## config.mk

```make
export PLATFORM = sky130hd
export DESIGN_NAME = match_event_logger
export DESIGN_NICKNAME = d
export VERILOG_FILES = /design/src/rtl/match_event_logger.sv
export SDC_FILE = /design/constraint.sdc
export NUM_CORES = 1
export LEC_CHECK = 0
export BUFFER_PORTS_ARGS = -buffer_cell sky130_fd_sc_hd__clkbuf_2
export CAP_MARGIN = 0
export CORE_AREA = 2 2 136 138
export DETAILED_ROUTE_END_ITERATION = 7
export DIE_AREA = 0 0 138 140
export GPL_TIMING_DRIVEN = 0
export PLACE_DENSITY_LB_ADDON = 0.12
export SLEW_MARGIN = 30
export SYNTH_ARGS = -nofsm -noshare
export SYNTH_HDL_FRONTEND = slang
export SYNTH_SLANG_ARGS = --single-unit
```

## constraint.sdc

```tcl
create_clock -name clk -period 8.3 [get_ports clk]
set_clock_uncertainty 0.2 [all_clocks]
set_input_delay 0.83 -clock clk [delete_from_list [all_inputs] [get_ports clk]]
set_output_delay 0.83 -clock clk [all_outputs]
set_load 0.01 [all_outputs]
```

## src/rtl/match_event_logger.sv

```systemverilog
// Timestamps detector match events into a small FIFO for a reader,
// with a saturating event count and a sticky drop flag.
module match_event_logger #(
  parameter int TS_WIDTH  = 16,
  parameter int DEPTH     = 8,
  parameter int CNT_WIDTH = 8,
  parameter int EDGE_MODE = 1
) (
  input  logic                 clk,
  input  logic                 reset,
  input  logic                 en,
  input  logic                 y,
  input  logic                 rd_en,
  input  logic                 clr,
  output logic [TS_WIDTH-1:0]  rd_data,
  output logic                 rd_valid,
  output logic                 empty,
  output logic                 full,
  output logic [CNT_WIDTH-1:0] count,
  output logic                 overflow
);

  localparam int AW = $clog2(DEPTH);
  localparam logic [CNT_WIDTH-1:0] CNT_MAX = {CNT_WIDTH{1'b1}};

  typedef logic [AW:0] ptr_t;

  logic [TS_WIDTH-1:0]  ts_q, ts_d;
  logic                 ydly_q;
  logic [TS_WIDTH-1:0]  mem_q [DEPTH];
  ptr_t                 wptr_q, wptr_d;
  ptr_t                 rptr_q, rptr_d;
  logic                 empty_q, empty_d;
  logic                 full_q, full_d;
  logic [TS_WIDTH-1:0]  rd_data_q, rd_data_d;
  logic                 rd_valid_q, rd_valid_d;
  logic [CNT_WIDTH-1:0] count_q, count_d;
  logic                 ovf_q, ovf_d;

  logic evt, pop, push, drop;

  always_comb begin
    evt  = en & ((EDGE_MODE != 0) ? (y & ~ydly_q) : y);
    pop  = rd_en & ~empty_q;
    // A full FIFO still accepts a push when the same cycle frees a slot
    push = evt & (~full_q | pop);
    drop = evt & ~push;

    ts_d   = en ? ts_q + TS_WIDTH'(1) : ts_q;
    wptr_d = wptr_q + ptr_t'(push);
    rptr_d = rptr_q + ptr_t'(pop);

    empty_d = (wptr_d == rptr_d);
    full_d  = (wptr_d[AW] != rptr_d[AW]) &&
              (wptr_d[AW-1:0] == rptr_d[AW-1:0]);

    rd_valid_d = pop;
    rd_data_d  = pop ? mem_q[rptr_q[AW-1:0]] : rd_data_q;

    count_d = count_q;
    ovf_d   = ovf_q;
    if (clr) begin
      count_d = '0;
      ovf_d   = 1'b0;
    end else begin
      if (evt && count_q != CNT_MAX) count_d = count_q + CNT_WIDTH'(1);
      if (drop) ovf_d = 1'b1;
    end
  end

  always_ff @(posedge clk) begin
    if (reset) begin
      ts_q       <= '0;
      ydly_q     <= 1'b0;
      wptr_q     <= '0;
      rptr_q     <= '0;
      empty_q    <= 1'b1;
      full_q     <= 1'b0;
      rd_data_q  <= '0;
      rd_valid_q <= 1'b0;
      count_q    <= '0;
      ovf_q      <= 1'b0;
    end else begin
      ts_q       <= ts_d;
      ydly_q     <= y;
      wptr_q     <= wptr_d;
      rptr_q     <= rptr_d;
      empty_q    <= empty_d;
      full_q     <= full_d;
      rd_data_q  <= rd_data_d;
      rd_valid_q <= rd_valid_d;
      count_q    <= count_d;
      ovf_q      <= ovf_d;
    end
  end

  // Storage needs no reset: the pointers alone define what is valid
  always_ff @(posedge clk) begin
    if (!reset && push) mem_q[wptr_q[AW-1:0]] <= ts_q;
  end

  assign rd_data  = rd_data_q;
  assign rd_valid = rd_valid_q;
  assign empty    = empty_q;
  assign full     = full_q;
  assign count    = count_q;
  assign overflow = ovf_q;

endmodule

```

==> results.md <==
- Largest net degree at the start of global routing: 17
- GR Util met2: between 20% and 30%
- Avg Cell Area, Syn: 16.6 sq um
- FMAX: ~0.34 GHz
- Initial antenna violation count: 0
- Synthesis warning total: 0
- CP max-delay cell: clkbuf_1
- Synthesized cell area: ~0.007 sq mm
- Initial Util: 39.4%
- Max Buffers Root-to-Sink: 2
- Vias in the first global route: about 3800
- Switch Pwr: 422 uW
- DR vias: ~3700
- Kind of critical path: in2reg
- Crit path buf inv count: 3
- Reg2reg start: empty$_SDFF_PP1_
- CTS tree: yes
- Fin util: between 40 and 50%
- ANT nets after route: 0
- Pleak: 2.64 nW
- RR Endpoint: full$_SDFF_PP0_
- Hold depth: 2
- Syn Nets: roughly 440
- Worst Hold Class: reg2reg
- Register-to-register setup slack: 5.47 ns
- Critical Path Sink Type: flip-flop
- DIE AREA: between 0.015 and 0.02 sq mm
- Root Buffer Master: clkbuf_16
- Cell Chain, Critical Path: clkbuf_2, nand2b_1, inv_1, clkbuf_1, ha_1, ha_1, xnor2_1, xnor2_1, nand3_1, nor3_1
- Layout cells sized above 1: 26.3%
- Drt total wl: about 15 mm
- Sequential share of the synthesized area: between 60% and 70%
- Period minus WS final: approximately 3 ns
- Most frequent cells in the layout: edfxtp_1, dfxtp_1, nor2_1, mux4_2, clkbuf_2
- Critical path's top delay family: buffers and inverters
- GP Congestion: 0.716
- Max-cap viol count: 0
- RSZ-0062 raised after global routing: false
- Clk Latency, worst-skew pair: around 0.43 ns
- Post-synth cell types: 41
- Port-buffer cells: 32
- DR pass1 iterations: 4
- Gr busiest metal: met2
- #FFs+latches synth: approximately 180
- Rel. slew slack: between 40% and 50%
- WP data arrival: between 3 and 4 ns
- Ports: 34
- Filler cells: 1576
- GRT Total Usage: between 15 and 20%
- Flop pwr share: approximately half
- Max stage delay on crit path: around 0.70 ns
- DPL Wire Length: about 9.6 mm
- GR Layer Usage met1: a little over a fifth
- CP Launch Type: primary input
- CP max FO: 10
- Most common cell after layout, fill and taps aside: edfxtp_1
- Finish-stage setup viols: 0
- Final slew viol count: 0
- Net count, final: between 400 and 500
- Clock Power Share: 44.5%
- CTS resizes: 0
- Clock tree sinks: ~180
- Htree depth: 4
- Req. time, crit path: ~8.5 ns
- Logic pwr share: slightly below 6%
- Final worst-path cycle share: a little over a third
- DRT iter0 DRCs: roughly 160
- Sw Share: a little over a fifth
- TritonCTS buffer count: 17
- Reg clk slew, reported paths: approximately 0.070 ns
- Die width: 138 um
- Row count: between 40 and 50
- Cts hold-fix bufs: 0
- Met3 Usage GRT: roughly 3.8%
- Die Y: around 140 um
- First-pass GRT wire length: approximately 22 mm
- Maximum vdd ir drop: 0.000148 V
- Slew @ Worst Pin: around 0.89 ns
- Worst Reg-to-Reg Cells: 9
- # DRC: 0
- Routed wire per std cell: 20.2 um
- Core Area: 0.0178 sq mm
- Internal: around 1.6 mW
- Pwr per Cell Area: between 200 and 250 mW/mm^2
- Setup_tns: 0 ns
- Synthesis-to-finish area growth: 17.0%
- Hold endpoint: overflow$_SDFFE_PP0P_
- Diodes inserted: 0
- GRT overflow: 0
- Hold Crit Start: overflow$_SDFFE_PP0P_
- Vias per cell: approximately 5.2
- Hold Fails Final Rpt: 0
- Mapped Cells: between 400 and 500
- Status: completed
- Setup Buffers After CTS: 0
## worst register-to-register path, stage by stage, from the launching register on
cell      delay [ns]
dfxtp_1         0.30
nand2b_1        0.23
inv_1           0.22
clkbuf_1        0.70
ha_1            0.32
ha_1            0.17
xnor2_1         0.16
xnor2_1         0.18
nand3_1         0.10
nor3_1          0.16
## per-stage QoR
step	hold slack [ns]	cell area (sq um)	instances	setup WS, ns	power (mW)
after floorplan	0.287	7010	423	4.89	1.09
after global placement	0.255	7460	684	3.40	1.12
after detailed placement	0.273	7560	692	4.89	1.13
after CTS	0.289	8210	724	5.32	2.01
after global routing	0.317	8210	724	5.15	2.06
final	0.277	8210	724	5.38	1.99
## worst max path at each step
stage | from | to | slack [ns] | cells after the start
2_1_floorplan | en | mem_q[0][0]$_DFFE_PP_ | 4.89 | 5
3_3_place_gp | en | mem_q[0][13]$_DFFE_PP_ | 3.40 | 5
3_5_place_dp | rd_en | full$_SDFF_PP0_ | 4.89 | 10
4_1_cts | rd_en | full$_SDFF_PP0_ | 5.32 | 10
5_1_grt | rd_en | full$_SDFF_PP0_ | 5.15 | 10
6_report | rd_en | full$_SDFF_PP0_ | 5.38 | 10
## logic make-up after synthesis
group	Yosys count	share of synthesized area (%)
compound gates	39	3.73
xor+xnor	21	2.62
fa+ha+maj	6	1.07
buf+inv	25	1.86
flops	181	70.0
mux	51	13.0
simple gates	100	7.76
## Yosys cell counts
cell | instances | area [sq um]
edfxtp_1 | 128 | 3840
dfxtp_1 | 53 | 1060
nor2_1 | 42 | 158
mux4_2 | 32 | 721
mux2i_1 | 18 | 180
a211oi_1 | 17 | 128
xnor2_1 | 12 | 105
clkbuf_1 | 10 | 37.5
nand2_1 | 10 | 37.5
a21oi_1 | 9 | 45.0
xor2_1 | 9 | 78.8
nor2b_1 | 8 | 50.1
nand3_1 | 7 | 35.0
buf_2 | 6 | 30.0
ha_1 | 6 | 75.1
o21ai_0 | 5 | 25.0
inv_1 | 4 | 15.0
nand4_1 | 4 | 25.0
nor3_1 | 4 | 20.0
and3b_1 | 3 | 26.3
buf_4 | 3 | 22.5
nand2b_1 | 3 | 18.8
nor3b_1 | 3 | 22.5
nor4_1 | 3 | 18.8
o211ai_1 | 3 | 22.5
or3_1 | 3 | 18.8
a31o_2 | 2 | 17.5
and3_1 | 2 | 12.5
nand4_4 | 2 | 42.5
a31oi_1 | 1 | 6.26
a41o_1 | 1 | 10.0
and4_1 | 1 | 8.76
buf_6 | 1 | 11.3
clkbuf_8 | 1 | 13.8
mux2_1 | 1 | 11.3
nand3b_1 | 1 | 7.51
nor4_4 | 1 | 21.3
o31ai_1 | 1 | 7.51
or2_2 | 1 | 6.26
or3_2 | 1 | 7.51
or4_1 | 1 | 7.51
## final cells by class
| type | count | area (sq um) | area share, % |
|---|---|---|---|
| timing repair buffer | 40 | 220 | 2.68 |
| clock buffer | 17 | 425 | 5.18 |
| tap | 229 | 287 | 3.49 |
| multi-input combinational | 217 | 2010 | 24.5 |
| sequential | 181 | 4900 | 59.8 |
| clock inverter | 15 | 225 | 2.74 |
| buffer | 21 | 115 | 1.40 |
| inverter | 4 | 15.0 | 0.183 |
## power by group through the flow
stage                     clock network [mW]  logic [mW]  registers, mW
final                                  0.883       0.116          0.987
after CTS                              0.902       0.121          0.987
after global routing                   0.937       0.129          0.989
after floorplan                            0      0.0754           1.01
after detailed placement                   0       0.121           1.01
after global placement                     0       0.118           1.01
## state kept, by name (all words and copies together), names as in the netlist
register / cells
count: 8
empty: 1
full: 1
mem_q: 128
overflow: 1
rd_data: 16
rd_valid: 1
rptr_q: 4
ts_q: 16
wptr_q: 4
ydly_q: 1
## per-layer routing
metal / part of all wire, % / wire length (um)
met4: 1.7 / 242
met1: 47 / 6800
met3: 2.7 / 396
met5: 0 / 0
met2: 49 / 7160
Power figures use the tool's default switching activity.
